===== config.mk =====
export PLATFORM = sky130hd
export DESIGN_NAME = icache
export DESIGN_NICKNAME = d
export VERILOG_FILES = /design/src/rtl/icache.sv
export SDC_FILE = /design/constraint.sdc
export NUM_CORES = 1
export LEC_CHECK = 0
export BUFFER_PORTS_ARGS = -buffer_cell sky130_fd_sc_hd__buf_4
export CORE_ASPECT_RATIO = 0.7
export CORE_MARGIN = 2
export CORE_UTILIZATION = 55
export DETAILED_ROUTE_END_ITERATION = 8
export PLACE_DENSITY = 0.73
export SYNTH_ARGS = -nofsm -noshare
export SYNTH_HDL_FRONTEND = slang
export SYNTH_SLANG_ARGS = --single-unit

===== constraint.sdc =====
create_clock -name CLK -period 6.9 [get_ports CLK]
set_clock_uncertainty 0.05 [all_clocks]
set_input_delay 0 -clock CLK [delete_from_list [all_inputs] [get_ports CLK]]
set_output_delay 0 -clock CLK [all_outputs]
set_load 0.05 [all_outputs]

===== src/rtl/icache.sv =====
`timescale 1ns/1ps
// icache: direct-mapped read-only L1 instruction cache with two-word blocks and a 3-state fill FSM.
// Define ICACHE_STATS_EN to build the hit/miss counters; without it both counter outputs read 0.
module icache #(
    parameter int SETS   = 8,
    parameter int WORD_W = 32
) (
    input  logic              CLK,
    input  logic              RST,
    input  logic              imemREN,
    input  logic [WORD_W-1:0] imemaddr,
    output logic              ihit,
    output logic [WORD_W-1:0] imemload,
    output logic              iREN,
    output logic [WORD_W-1:0] iaddr,
    input  logic              iwait,
    input  logic [WORD_W-1:0] iload,
    input  logic              inval,
    output logic [31:0]       hit_count,
    output logic [31:0]       miss_count
);
    localparam int IDX_W = $clog2(SETS);
    localparam int TAG_W = WORD_W - 3 - IDX_W;

    typedef enum logic [1:0] {IDLE, FILL0, FILL1} state_t;

    state_t            state, next_state;
    logic [SETS-1:0]   valid;
    logic [TAG_W-1:0]  tags  [SETS];
    logic [WORD_W-1:0] data0 [SETS];
    logic [WORD_W-1:0] data1 [SETS];

    logic [TAG_W-1:0]  miss_tag;
    logic [IDX_W-1:0]  miss_idx;
    logic [TAG_W-1:0]  req_tag;
    logic [IDX_W-1:0]  req_idx;
    logic              req_off;
    logic              lookup_hit;
    logic              start_fill;
    logic              wr_word0;
    logic              wr_word1;
    logic              unused_bits;

    assign req_tag     = imemaddr[WORD_W-1 -: TAG_W];
    assign req_idx     = imemaddr[3 +: IDX_W];
    assign req_off     = imemaddr[2];
    assign unused_bits = ^imemaddr[1:0];

    assign lookup_hit = valid[req_idx] && (tags[req_idx] == req_tag);
    assign ihit       = (state == IDLE) && imemREN && !inval && lookup_hit;
    assign imemload   = ihit ? (req_off ? data1[req_idx] : data0[req_idx]) : '0;
    assign start_fill = (state == IDLE) && imemREN && !inval && !lookup_hit;

    // inval (and RST) suppress every array write so an aborted fill leaves nothing behind
    assign wr_word0 = (state == FILL0) && !iwait && !inval && !RST;
    assign wr_word1 = (state == FILL1) && !iwait && !inval && !RST;

    always_comb begin
        next_state = state;
        iREN       = 1'b0;
        iaddr      = '0;
        case (state)
            IDLE: begin
                if (start_fill) next_state = FILL0;
            end
            FILL0: begin
                iREN  = 1'b1;
                iaddr = {miss_tag, miss_idx, 3'b000};
                if (inval)       next_state = IDLE;
                else if (!iwait) next_state = FILL1;
            end
            FILL1: begin
                iREN  = 1'b1;
                iaddr = {miss_tag, miss_idx, 3'b100};
                if (inval || !iwait) next_state = IDLE;
            end
            default: next_state = IDLE;
        endcase
    end

    always_ff @(posedge CLK) begin
        if (RST) begin
            state    <= IDLE;
            valid    <= '0;
            miss_tag <= '0;
            miss_idx <= '0;
        end else begin
            state <= next_state;
            if (inval)         valid           <= '0;
            else if (wr_word1) valid[miss_idx] <= 1'b1;
            if (start_fill) begin
                miss_tag <= req_tag;
                miss_idx <= req_idx;
            end
        end
    end

    always_ff @(posedge CLK) begin
        if (wr_word0) data0[miss_idx] <= iload;
        if (wr_word1) begin
            data1[miss_idx] <= iload;
            tags[miss_idx]  <= miss_tag;
        end
    end

`ifdef ICACHE_STATS_EN
    logic [31:0] hit_q;
    logic [31:0] miss_q;

    always_ff @(posedge CLK) begin
        if (RST) begin
            hit_q  <= '0;
            miss_q <= '0;
        end else begin
            if (ihit)       hit_q  <= hit_q + 32'd1;
            if (start_fill) miss_q <= miss_q + 32'd1;
        end
    end

    assign hit_count  = hit_q;
    assign miss_count = miss_q;
`else
    assign hit_count  = '0;
    assign miss_count = '0;
`endif

endmodule

==> metrics.cfg <==
[outcome]
status=complete, no violations

[routing]
via_per_inst=5.800
drt-met1-wl_mm=26.44
routed.top_layer=met4
totalWireLength_mm=62.98
ant_nets=0
drc_errors=0
num_vias=14480
met2_length_mm=31.30
drt-pass1-iter-count=5
wl_per_cell_um=25.22
drtIter0Drc=1328
dr_wl_met3_mm=3.817

[clock_network]
cts.sinks=759
cts.htree.levels=3
cts_root_buffer=clkbuf_16
tritoncts=built
clk_latency_ns=0.61
cts.clk_slew.worst_paths_ns=0.06
numCtsBuffers=72
clock_path_buffers=3
ctsResizeCount=0

[layout]
fin_nets=1782
layout.cells.non_filler=2497
mostFrequentLayoutCells=edfxtp_1 (720), mux4_2 (189), buf_4 (155)
syn_to_final_growth_pct=16.68
fillers=3476
mostFrequentLayoutCell=edfxtp_1
final_core_util_pct=65.28
final_layout_size_suffix_gt1_share_pct=26.95

[synth]
synthArstFlopShare_pct=0
synth.avg_cell_area_um2=20.96
syn_area_um2=30170
synth-edff-count=720
ys_seq_elements=759
synth_ff_type=edfxtp_1
ys_warn_count=0
synthTopCellsByArea=edfxtp_1 (72%), mux4_2 (14%), mux2i_1 (2.7%)
syn_inst=1439
yosysUniqueCellTypes=44
synth_top_area_share_pct=71.67
ys_seq_area_share_pct=74.26
yosysTopAreaCell=edfxtp_1

[timing]
setup_viol=0
setup_ws_ns=2.756
period_share_pct=60.05
tns_ns=0
rsz0062_at_grt=no
relSlewSlack_pct=24.73
worstMarginPinSlew_ns=1.126
whs_ns=0.1763
hold_viol_final=0
period_minus_slack_ns=4.144
slew_viol_final=0
max_freq_mhz=241.3

[floorplanning]
die_area_um2=56770
start_util_pct=55.95
die_x_um=283.9
die_h_um=199.9
core_um2=53920
rows=71
io_pins=199

[setup_path]
crit_type=input pin to output pin
crit-reg2reg-launch=tags[7][4]$_DFFE_PP_
crit_path_start_kind=input pin
path_cells=buf_8 -> buf_4 -> mux2i_1 -> a22o_1 -> o21ai_0 -> nand4_1 -> nor4_1 -> nand3_1 -> or2_2 -> nor2b_1 -> buf_4
reg2reg_slack_ns=3.47
cpMaxStageDelayCell=buf_4
worstPathArrival_ns=4.09
endpoint_kind=output pin
slowest_delay_ns=0.71
timing.rr.end=miss_tag[6]$_SDFFE_PP0P_
r2r_cells=10
path_max_fanout=95
crit_top_cell=buf_4
required_ns=6.85

[place]
gp_congestion=0.7793
pre_cts_ws_ns=2.685
dp.cells=2252
dpl.hpwl_mm=31.64
portBuffers=130

[global_route]
grt_overflow=0
grt_max_degree=96
grt_first_pass_wirelength_mm=94.21
grt_pass1_vias=15010
antenna_found_initial=1
grt_use_total_pct=22.66

[power_and_ir_drop]
p_per_area_nw_per_um2=270.6
peakVddDrop_v=0.0001758
sequentialPowerShare_pct=53.3
clkPwrFrac_pct=40.9
p_switching_w=0.002022
p_int_w=0.007504
leakage_nw=11.77
sw_frac_of_total_pct=21.23
p_comb_share_pct=5.8

[worst_hold_path]
min_from=iload[15]
hold_path_end=data0[6][15]$_DFFE_PP_
min_path_type=input pin to flop
whs_path_depth=2

[flow_run]
maxCapViolCount=0

[through the flow]
stage | total power (W) | area (µm²)
2_1_floorplan | 0.005555 | 30410
3_3_place_gp | 0.005664 | 31750
5_1_grt | 0.009800 | 35200
3_5_place_dp | 0.005674 | 31750
4_1_cts | 0.009589 | 35200
6_report | 0.009527 | 35200
[power groups by stage]
| stage | Clock, W | Sequential (W) | Combinational [W] |
|---|---|---|---|
| 5_1_grt | 0.00413 | 0.00508 | 0.000589 |
| 4_1_cts | 0.00396 | 0.00508 | 0.000550 |
| 3_3_place_gp | 0 | 0.00518 | 0.000486 |
| 3_5_place_dp | 0 | 0.00518 | 0.000494 |
| 6_report | 0.00389 | 0.00508 | 0.000551 |
| 2_1_floorplan | 0 | 0.00517 | 0.000385 |
[layer usage]
| layer | vias to the layer above | global-route usage (%) |
|---|---|---|
| met5 | - | 0 |
| met4 | 0 | 6.506 |
| met2 | 483 | 37.22 |
| met1 | 7643 | 31.75 |
| li1 | 6251 | - |
| met3 | 105 | 4.148 |
[synth_stat cells, types with 3 or more instances]
master / n
o21ai_0: 7
nor3_1: 7
buf_2: 18
xor2_1: 16
edfxtp_1: 720
mux4_2: 189
and2_1: 30
o21a_1: 3
a22o_1: 10
o22ai_1: 9
ha_1: 4
a21o_1: 6
buf_4: 75
nand2_1: 3
a22oi_1: 4
mux2i_1: 81
nand4_1: 4
buf_6: 8
or3_1: 8
buf_1: 9
nor2_1: 17
nor2b_1: 36
a21oi_1: 3
mux2_2: 5
nand2b_1: 65
mux2_1: 9
dfxtp_1: 39
nand3_1: 5
clkbuf_1: 29
[sequential cells by signal (all words and copies together) (netlist names)]
register / cells
data0: 256
data1: 256
tags: 208
miss_tag: 26
valid: 8
miss_idx: 3
state: 2
[cell families (layout without fill, tap and decap cells)]
family                     count (synthesis)  after routing  share of synthesized area, %
DFF                                      759            759                         74.26
muxes                                    284            284                         17.32
and+or+nand+nor                          185            185                         3.666
buffers and inverters                    142            404                         2.974
AOI/OAI and AO/OA                         48             48                         1.141
xor gates and xnor gates                  16             16                        0.4645
adders and majority gates                  4              4                        0.1659
other                                      1             67                       0.01243
[final cells by class]
| class | count | area, µm² | area share, % |
|---|---|---|---|
| sequential | 759 | 22400 | 63.64 |
| multi-input combinational | 603 | 7231 | 20.54 |
| timing repair buffer | 270 | 2325 | 6.604 |
| clock buffer | 91 | 1914 | 5.438 |
| tap | 730 | 913.4 | 2.595 |
| clock inverter | 40 | 401.6 | 1.141 |
| inverter | 3 | 11.26 | 0.03199 |
| antenna | 1 | 2.502 | 0.007109 |
[how the worst max path moves through the flow]
stage                               start               endpoint  slack (ns)  depth (start not counted)
finish                        imemaddr[4]           imemload[26]        2.76                         11
global route                  imemaddr[3]           imemload[26]        2.46                         11
CTS                           imemaddr[3]           imemload[26]        2.69                         11
detailed placement            imemaddr[3]           imemload[26]        2.68                         11
global placement              imemaddr[3]           imemload[26]        2.71                         11
floorplan           state[0]$_SDFFE_PP0P_  data1[0][0]$_DFFE_PP_        1.58                          4
[critical path, delay by kind of cell]
kind,cells,cell delay [ns]
and+or+nand+nor,5,1.80
buffers and inverters,3,1.56
AOI/OAI and AO/OA,2,0.46
muxes,1,0.17
[repair_timing]
| action | in CTS | in global routing |
|---|---|---|
| buffers inserted | 0 | 0 |
| hold endpoints to repair | 551 | 0 |
| hold buffers | 113 | 0 |
Power figures use the tool's default switching activity.
